===== config.mk =====
export PLATFORM = sky130hd
export DESIGN_NAME = display_receiver_flat
export DESIGN_NICKNAME = d
export VERILOG_FILES = /design/src/rtl/display_pkg.sv /design/src/rtl/display_receiver_if.sv /design/src/rtl/display_receiver_sync_edge.sv /design/src/rtl/display_receiver.sv /design/src/flat_wrapper.sv
export SDC_FILE = /design/constraint.sdc
export NUM_CORES = 1
export LEC_CHECK = 0
export ABC_CLOCK_PERIOD_IN_PS = 1200
export BUFFER_PORTS_ARGS = -buffer_cell sky130_fd_sc_hd__buf_2
export CELL_PAD_IN_SITES_DETAIL_PLACEMENT = 0
export CELL_PAD_IN_SITES_GLOBAL_PLACEMENT = 1
export CORE_ASPECT_RATIO = 0.8
export CORE_MARGIN = 5
export CORE_UTILIZATION = 42
export CTS_CLUSTER_SIZE = 28
export DETAILED_ROUTE_END_ITERATION = 6
export GPL_TIMING_DRIVEN = 0
export PLACE_DENSITY = 0.83
export SYNTH_ARGS = -nofsm -noshare
export SYNTH_HDL_FRONTEND = slang
export SYNTH_SLANG_ARGS = --single-unit

===== constraint.sdc =====
create_clock -name sysclk -period 1.2 [get_ports sysclk]
set_input_delay 0.06 -clock sysclk [delete_from_list [all_inputs] [get_ports sysclk]]
set_output_delay 0.06 -clock sysclk [all_outputs]
set_load 0.01 [all_outputs]

===== src/rtl/display_pkg.sv =====
// Shared constants for the shift/latch/data/blank display link (serialiser and receiver).
// Contents: frame width, blank level, synchroniser depth, and a counter-width helper.
// No ports; import with display_pkg::*.
package display_pkg;

  localparam int   DISP_WIDTH       = 8;
  localparam logic DISP_BLANK_LEVEL = 1'b0;
  localparam int   DISP_SYNC_STAGES = 2;

  // Counter must represent 0..WIDTH+1 (WIDTH+1 = "too many shifts").
  function automatic int disp_cnt_width(input int width);
    return $clog2(width + 2);
  endfunction

endpackage


===== src/rtl/display_receiver_if.sv =====
// Link-side bundle of the display receiver: four serial link lines in, latched word and status out.
// master: drives shift/latch/data/blank and observes q/q_valid/frame_err/bit_count.
// slave : the receiver end (display_receiver).
interface display_receiver_if
  import display_pkg::*;
#(
  parameter int WIDTH = DISP_WIDTH,
  parameter int CW    = disp_cnt_width(WIDTH)
);

  logic             shift_in;
  logic             latch_in;
  logic             data_in;
  logic             blank_in;
  logic [WIDTH-1:0] q;
  logic             q_valid;
  logic             frame_err;
  logic [CW-1:0]    bit_count;

  modport master (
    output shift_in, latch_in, data_in, blank_in,
    input  q, q_valid, frame_err, bit_count
  );

  modport slave (
    input  shift_in, latch_in, data_in, blank_in,
    output q, q_valid, frame_err, bit_count
  );

endinterface


===== src/rtl/display_receiver_sync_edge.sv =====
// sync_edge: STAGES-flop synchroniser for one asynchronous line, plus rising-edge detect.
// Ports: clk/rst; in_i async input; out_level_o registered synced level; out_rise_o one-cycle rise pulse.
// out_level_o and out_rise_o are aligned: the pulse coincides with the first cycle the level reads 1.
module sync_edge #(
  parameter int   STAGES    = 2,
  parameter logic RESET_VAL = 1'b0
) (
  input  logic clk,
  input  logic rst,
  input  logic in_i,
  output logic out_level_o,
  output logic out_rise_o
);

  logic [STAGES-1:0] sync_q;
  logic              dly_q;
  logic              rise_q;

  always_ff @(posedge clk or posedge rst) begin
    if (rst) begin
      sync_q <= {STAGES{RESET_VAL}};
      dly_q  <= RESET_VAL;
      rise_q <= 1'b0;
    end else begin
      sync_q <= {sync_q[STAGES-2:0], in_i};
      dly_q  <= sync_q[STAGES-1];
      // Registered so the pulse lines up with dly_q, which is the exported level.
      rise_q <= sync_q[STAGES-1] & ~dly_q;
    end
  end

  assign out_level_o = dly_q;
  assign out_rise_o  = rise_q;

endmodule


===== src/rtl/display_receiver.sv =====
// display_receiver: 74HC595-style receiver for the display link, oversampling all lines on sysclk.
// Ports: sysclk, rst (async, active-high), link (slave modport: shift/latch/data/blank in; q, q_valid,
// frame_err, bit_count out). Latch seen at edge N -> q/q_valid/frame_err at N+4; blank at N -> q at N+3.
module display_receiver
  import display_pkg::*;
#(
  parameter int   WIDTH       = DISP_WIDTH,
  parameter logic BLANK_LEVEL = DISP_BLANK_LEVEL
) (
  input  logic                 sysclk,
  input  logic                 rst,
  display_receiver_if.slave    link
);

  localparam int            CW       = disp_cnt_width(WIDTH);
  localparam logic [CW-1:0] CNT_FULL = CW'(WIDTH);
  localparam logic [CW-1:0] CNT_SAT  = CW'(WIDTH + 1);

  logic shift_rise, latch_rise, data_s, blank_s;
  logic shift_lvl_unused, latch_lvl_unused, data_rise_unused, blank_rise_unused;

  // data goes through the same depth as shift, so data_s is settled when shift_rise fires.
  sync_edge #(.STAGES(DISP_SYNC_STAGES), .RESET_VAL(1'b0)) u_sync_shift (
    .clk(sysclk), .rst(rst), .in_i(link.shift_in),
    .out_level_o(shift_lvl_unused), .out_rise_o(shift_rise)
  );
  sync_edge #(.STAGES(DISP_SYNC_STAGES), .RESET_VAL(1'b0)) u_sync_latch (
    .clk(sysclk), .rst(rst), .in_i(link.latch_in),
    .out_level_o(latch_lvl_unused), .out_rise_o(latch_rise)
  );
  sync_edge #(.STAGES(DISP_SYNC_STAGES), .RESET_VAL(1'b0)) u_sync_data (
    .clk(sysclk), .rst(rst), .in_i(link.data_in),
    .out_level_o(data_s), .out_rise_o(data_rise_unused)
  );
  // Blank resets asserted so the outputs stay dark until the line is actually seen low.
  sync_edge #(.STAGES(DISP_SYNC_STAGES), .RESET_VAL(1'b1)) u_sync_blank (
    .clk(sysclk), .rst(rst), .in_i(link.blank_in),
    .out_level_o(blank_s), .out_rise_o(blank_rise_unused)
  );

  logic [WIDTH-1:0] sr_q, sr_d;
  logic [WIDTH-1:0] hold_q, hold_d;
  logic [CW-1:0]    cnt_q, cnt_d;
  logic             lat_pend_q, lat_pend_d;
  logic             err_pend_q, err_pend_d;
  logic [WIDTH-1:0] q_q, q_d;
  logic             q_valid_q, q_valid_d;
  logic             frame_err_q, frame_err_d;

  always_comb begin
    sr_d        = sr_q;
    hold_d      = hold_q;
    cnt_d       = cnt_q;
    lat_pend_d  = latch_rise;
    err_pend_d  = 1'b0;
    q_d         = blank_s ? {WIDTH{BLANK_LEVEL}} : hold_q;
    q_valid_d   = lat_pend_q;
    frame_err_d = err_pend_q;

    // Newest bit enters at the top; after WIDTH shifts the first bit sits in sr[0].
    if (shift_rise) begin
      sr_d = {data_s, sr_q[WIDTH-1:1]};
    end

    if (latch_rise) begin
      // Hold takes sr before any same-cycle shift; that shift belongs to the next frame.
      hold_d     = sr_q;
      err_pend_d = (cnt_q != CNT_FULL);
      cnt_d      = shift_rise ? CW'(1) : '0;
    end else if (shift_rise && (cnt_q != CNT_SAT)) begin
      cnt_d = cnt_q + CW'(1);
    end
  end

  always_ff @(posedge sysclk or posedge rst) begin
    if (rst) begin
      sr_q        <= '0;
      hold_q      <= '0;
      cnt_q       <= '0;
      lat_pend_q  <= 1'b0;
      err_pend_q  <= 1'b0;
      q_q         <= {WIDTH{BLANK_LEVEL}};
      q_valid_q   <= 1'b0;
      frame_err_q <= 1'b0;
    end else begin
      sr_q        <= sr_d;
      hold_q      <= hold_d;
      cnt_q       <= cnt_d;
      lat_pend_q  <= lat_pend_d;
      err_pend_q  <= err_pend_d;
      q_q         <= q_d;
      q_valid_q   <= q_valid_d;
      frame_err_q <= frame_err_d;
    end
  end

  assign link.q         = q_q;
  assign link.q_valid   = q_valid_q;
  assign link.frame_err = frame_err_q;
  assign link.bit_count = cnt_q;

endmodule


===== src/flat_wrapper.sv =====
// flat-port wrapper written by rule: the top's interface ports become plain ports
module display_receiver_flat import display_pkg::*;
#(
  parameter int   WIDTH       = DISP_WIDTH,
  parameter logic BLANK_LEVEL = DISP_BLANK_LEVEL
)
  (sysclk, rst, link_shift_in, link_latch_in, link_data_in, link_blank_in, link_q, link_q_valid, link_frame_err, link_bit_count);
  display_receiver_if #(.WIDTH(WIDTH)) link_i ();
  input  logic sysclk;
  input  logic rst;
  input wire logic [$bits(link_i.shift_in)-1:0] link_shift_in;
  input wire logic [$bits(link_i.latch_in)-1:0] link_latch_in;
  input wire logic [$bits(link_i.data_in)-1:0] link_data_in;
  input wire logic [$bits(link_i.blank_in)-1:0] link_blank_in;
  output wire logic [$bits(link_i.q)-1:0] link_q;
  output wire logic [$bits(link_i.q_valid)-1:0] link_q_valid;
  output wire logic [$bits(link_i.frame_err)-1:0] link_frame_err;
  output wire logic [$bits(link_i.bit_count)-1:0] link_bit_count;
  assign link_i.shift_in = link_shift_in;
  assign link_i.latch_in = link_latch_in;
  assign link_i.data_in = link_data_in;
  assign link_i.blank_in = link_blank_in;
  assign link_q = link_i.q;
  assign link_q_valid = link_i.q_valid;
  assign link_frame_err = link_i.frame_err;
  assign link_bit_count = link_i.bit_count;
  display_receiver #(.WIDTH(WIDTH), .BLANK_LEVEL(BLANK_LEVEL)) u_core (.sysclk(sysclk), .rst(rst), .link(link_i));
endmodule

======== Word level (Yosys, flattened, before mapping) ========
Cells that the tools add are included.
storage, ports and cells
  register bits ........................... 46
  logic and storage cells ................. 32
cells by class
  equality and inequality tests ........... 2
  bitwise operators ....................... 4
  reductions and logical operators ........ 2
  add/sub/neg operators ................... 1
  mux-type cells .......................... 5
operators with widths
  cell                                                            number
  4-bit 2-to-1 mux                                                2
  8-bit 2-to-1 mux                                                1
  4-bit inequality test (second input constant)                   2
  4-bit by 1-bit adder with 4-bit output (second input constant)  1
  1-bit AND                                                       2
  1-bit 2-to-1 mux                                                2
  1-bit NOT                                                       2
  2-bit nonzero test                                              1
  1-bit logical AND                                               1

======== Depth between registers and ports, before layout ========
  depth after elaboration ................. 4
  mapped depth ............................ 5
  mapped depth without buffers ............ 5

======== By module ========
From an unflattened synthesis, not the netlist that was laid out.
second synthesis, totals
  cells, all modules ...................... 105
  area total of the unflattened synthesis .. 1689.1 um^2
modules (own cells, without submodules)
  module                              seq. area each (um^2)  times used  area an instance (um^2)  cells an instance
  display_receiver                    800.8                  1           1214.9                   81
  sync_edge (u_core.u_sync_data ...)  100.1                  3           117.6                    6
  sync_edge (u_core.u_sync_blank)     103.8                  1           121.4                    6

======== Worst setup path before layout ========
OpenSTA, ideal clock, no wires.
  path kind ............................... register -> register
  start ................................... register u_core.cnt_q[0] (netlist: u_core.link.bit_count[0])
  end ..................................... register u_core.cnt_q[1] (netlist: u_core.link.bit_count[1])
  cell stages (with the launch flop) ...... 5
  required time ........................... 1.080 ns
  slack ................................... -0.005 ns
  arrival time ............................ 1.085 ns
  cell sequence ........................... dfrtp_1 > ha_1 > nand3b_4 > a211oi_2 > a41o_2
between the ends
  word-level cells in the longest chain between the ends .. 3
  elaborated cells between the ends (all ways) .. 6
  classes of those cells .................. add/sub: 1; eq/ne: 1; mux: 2; reduce/logical: 2
RTL lines
  what                                                                                    line                                            text
  from (decl)                                                                             display_receiver.sv:43                          logic [CW-1:0] cnt_q, cnt_d;
  from (signal assigned)                                                                  display_receiver.sv:88                          cnt_q <= cnt_d;
  4-bit by 1-bit adder with 4-bit output / 4-bit inequality test (equally long branches)  display_receiver.sv:71, display_receiver.sv:70
  4-bit 2-to-1 mux / 1-bit logical AND (equally long branches)                            display_receiver.sv:70                          end else if (shift_rise && (cnt_q != CNT_SAT)) begin
  4-bit 2-to-1 mux / 2-bit nonzero test (equally long branches)                           --
Parallel ways exist; a longest one is shown, timed or not. The select of a mux whose other input is x is not followed.
A chain may end at the register's enable or synchronous reset.

======== Worst setup path in the final report ========
Same ends and word-level chain as after synthesis.

==> impl_metrics.sql <==
INSERT INTO impl_metrics (metric_group, metric, value, unit) VALUES
('run_status', 'run_status', 'finished clean', ''),
('cells_and_area', 'num_antenna_cells', '0', ''),
('timing', 'setup-violations-final', '0', ''),
('die', 'die_w', '79.3', 'um'),
('global_route', 'grtUsageTotal', '10.3', '%'),
('yosys', 'synth-async-reset-ratio', '100', '%'),
('timing', 'slew_headroom', '66.7', '%'),
('detailed_routing', 'detail-route-antenna-nets', '0', ''),
('timing', 'timing.final.max_slew_violations', '0', ''),
('detailed_routing', 'detail_route.vias_per_cell', '4.73', ''),
('pwr', 'peakVddDrop', '914', 'uV'),
('yosys', 'synth_area_leaders', 'dfrtp_1, mux2_2, dfstp_2', ''),
('clock_tree', 'clock_tree.htree_level_count', '2', ''),
('critical_path', 'worst-endpoint-required', '1390', 'ps'),
('cells_and_area', 'num-fill-cells', '327', ''),
('die', 'die-area', '5190', 'sq um'),
('yosys', 'synth_ff_type', 'dfrtp_1', ''),
('pwr', 'static-leakage-power', '0.969', 'nW'),
('yosys', 'synth_edf_count', '0', ''),
('yosys', 'yosys.cell_count.top_type', 'dfrtp_1', ''),
('placed_design', 'place_congestion', '0.777', ''),
('timing', 'unrepaired_setup_endpoints_after_global_routing', 'false', ''),
('detailed_routing', 'number_of_optimization_iterations_in_the_first_detailed_route_pass', '4', ''),
('critical_path', 'crit_path_capture_type', 'flop', ''),
('yosys', 'postSynthNetCount', '107', ''),
('yosys', 'synth.lib_cells_used.distinct', '19', ''),
('die', 'chipHeight', '65.4', 'um'),
('placed_design', 'detailed_place_hpwl', '1490', 'um'),
('hold_path', 'hold_start', 'u_core.u_sync_latch.sync_q[0]', ''),
('cells_and_area', 'final_cells', '177', ''),
('critical_path', 'ff2ff_path_depth', '3', ''),
('timing', 'finalHoldViolCount', '0', ''),
('timing', 'fin_skew', '8.14', 'ps'),
('yosys', 'synth.top_cells.by_count', 'dfrtp_1, mux2_2, nor2b_1, inv_1, mux2_4', ''),
('placed_design', 'dp_worst_setup_slack', '-35.6', 'ps'),
('yosys', 'cell_count_after_synthesis', '98', ''),
('clock_tree', 'max-clock-path-buffers', '2', ''),
('timing', 'finalWorstSetupSlack', '68.5', 'ps'),
('timing', 'clock.fmax', '884', 'MHz'),
('placed_design', 'dpl-instance-area', '1770', 'sq um'),
('yosys', 'yosysSeqAreaShare', '71.6', '%'),
('die', 'design.core.area', '3750', 'sq um'),
('global_route', 'number_of_global_route_vias_before_repair', '860', ''),
('cells_and_area', 'finalNetCount', '141', ''),
('yosys', 'synth_largest_type_area_fraction', '66.7', '%'),
('detailed_routing', 'routedWlPerCell', '13.4', 'um'),
('cells_and_area', 'flow.area_growth_from_synthesis', '23.7', '%'),
('clock_tree', 'clock-root-buffer', 'clkbuf_8', ''),
('placed_design', 'dp_cells', '161', ''),
('clock_tree', 'clock_sinks', '46', ''),
('clock_tree', 'num_cts_buffers', '5', ''),
('timing', 'fin_tns_setup', '0', 'ps'),
('die', 'io-pin-count', '20', ''),
('hold_path', 'min_delay_path_depth', '0', ''),
('die', 'floorplan.rows', '20', ''),
('detailed_routing', 'post-route-drc-count', '0', ''),
('yosys', 'synth-seq-cells', '46', ''),
('yosys', 'ys.warnings.count', '0', ''),
('critical_path', 'worstReg2RegStart', 'u_core.link.bit_count[0]', ''),
('cells_and_area', 'layout.cell_area.non_filler', '2000', 'sq um'),
('job', 'timing.max_cap.violations', '0', ''),
('detailed_routing', 'drt-initial-drc-count', '54', ''),
('timing', 'finalCriticalPeriod', '1130', 'ps'),
('yosys', 'synth.avg_cell_area', '16.5', 'sq um'),
('timing', 'worstMarginPinSlew', '499', 'ps'),
('clock_tree', 'clock_latency', '290', 'ps'),
('yosys', 'post_synth_instance_area', '1610', 'sq um'),
('global_route', 'grt_start_max_net_pins', '47', ''),
('detailed_routing', 'num_vias', '837', ''),
('critical_path', 'worstPathMaxFanout', '6', ''),
('hold_path', 'timing.hold.worst.class', 'reg -> reg', '');
-- layout by cell type, fill, tap and decap left out, types with 2 or more instances in the layout --
cell type and count:
nand2_1 3, mux2_2 11, clkbuf_8 6, ha_1 2, nand4_1 2, dfrtp_1 42, bufinv_16 2, nor2b_1 10
mux2_4 5, buf_2 19, dfstp_2 3, buf_6 2, buf_4 3, dlygate4sd3_1 5, clkinvlp_4 2, a21oi_1 3
inv_1 3
-- layer usage --
| layer | up-vias | share of wire [%] | track usage, % |
|---|---|---|---|
| met3 | 5 | 5.4 | 3.70 |
| met2 | 20 | 49 | 16.6 |
| met1 | 419 | 44 | 12.7 |
| met4 | 0 | 1.0 | 3.86 |
| li1 | 393 | - | - |
| met5 | - | 0 | 0 |
-- cells by family after synthesis --
group / Yosys count / synth area share [%]
xor gates and xnor gates: 1 / 0.543
AOI/OAI and AO/OA: 6 / 2.79
adders and majority gates: 3 / 2.33
DFF: 46 / 71.6
muxes: 17 / 12.9
and+or+nand+nor: 17 / 6.82
buffers and inverters: 8 / 3.02
-- power by group --
part           leakage [nW]  switching, mW  internal (mW)  total, mW
combinational         0.335          0.234          0.391      0.625
clock                0.0714          0.493          0.888       1.38
sequential            0.562          0.182           1.88       2.06
total                 0.969          0.908           3.16       4.07
-- metrics by stage --
stage	hold slack (ps)	util, %
finish	352	53.2
global route	361	53.2
CTS	353	52.5
detailed placement	166	47.1
global placement	165	47.1
floorplan	64.5	-
-- layout make-up --
| cell class | count | area (sq um) | share of cell area [%] |
|---|---|---|---|
| inverter | 5 | 22.5 | 1.13 |
| timing repair buffer | 26 | 160 | 8.02 |
| clock buffer | 6 | 82.6 | 4.14 |
| buffer | 3 | 30.0 | 1.50 |
| clock inverter | 2 | 60.1 | 3.01 |
| tap | 44 | 55.1 | 2.76 |
| multi-input combinational | 44 | 423 | 21.2 |
| timing repair inverter | 1 | 7.51 | 0.376 |
| sequential | 46 | 1160 | 57.9 |
-- how the worst max path moves through the flow --
stage / startpoint / end / slack [ps] / cells after the start
2_1_floorplan: u_core.link.bit_count[1] / u_core.link.bit_count[1] / -3 / 5
3_3_place_gp: u_core.link.bit_count[1] / u_core.link.bit_count[1] / 10 / 4
3_5_place_dp: u_core.link.bit_count[1] / u_core.link.bit_count[1] / -40 / 5
4_1_cts: u_core.link.bit_count[1] / u_core.link.bit_count[1] / 20 / 5
5_1_grt: u_core.link.bit_count[0] / u_core.link.bit_count[1] / 10 / 3
6_report: u_core.link.bit_count[0] / u_core.link.bit_count[1] / 70 / 3
-- critical path: stages (launching register included) --
cell,delay (ps)
dfrtp_2,440
inv_1,60
ha_1,280
a41o_2,260
-- repair_timing --
action                     CTS  global route
hold endpoints to repair    47             0
hold buffers                 5             0
gates resized for setup      2             2
setup buffers                1             1
setup endpoints to repair    2            44
cloned                       0             1
pin swaps                    0             1
-- state kept, by name, summed over array words and instances, names as in the netlist --
register and cells:
u_core.err_pend_q 1, u_core.u_sync_blank.out_level_o 1, u_core.u_sync_latch.out_level_o 1, u_core.u_sync_blank.sync_q 2, u_core.u_sync_shift.out_level_o 1, u_core.link.q_valid 1, u_core.u_sync_data.out_level_o 1, u_core.lat_pend_q 1
u_core.u_sync_latch.out_rise_o 1, u_core.hold_q 8, u_core.u_sync_data.sync_q 2, u_core.u_sync_shift.out_rise_o 1, u_core.link.frame_err 1, u_core.u_sync_shift.sync_q 2, u_core.sr_q 8, u_core.link.q 8
u_core.link.bit_count 4, u_core.u_sync_latch.sync_q 2
Power figures use the tool's default switching activity.
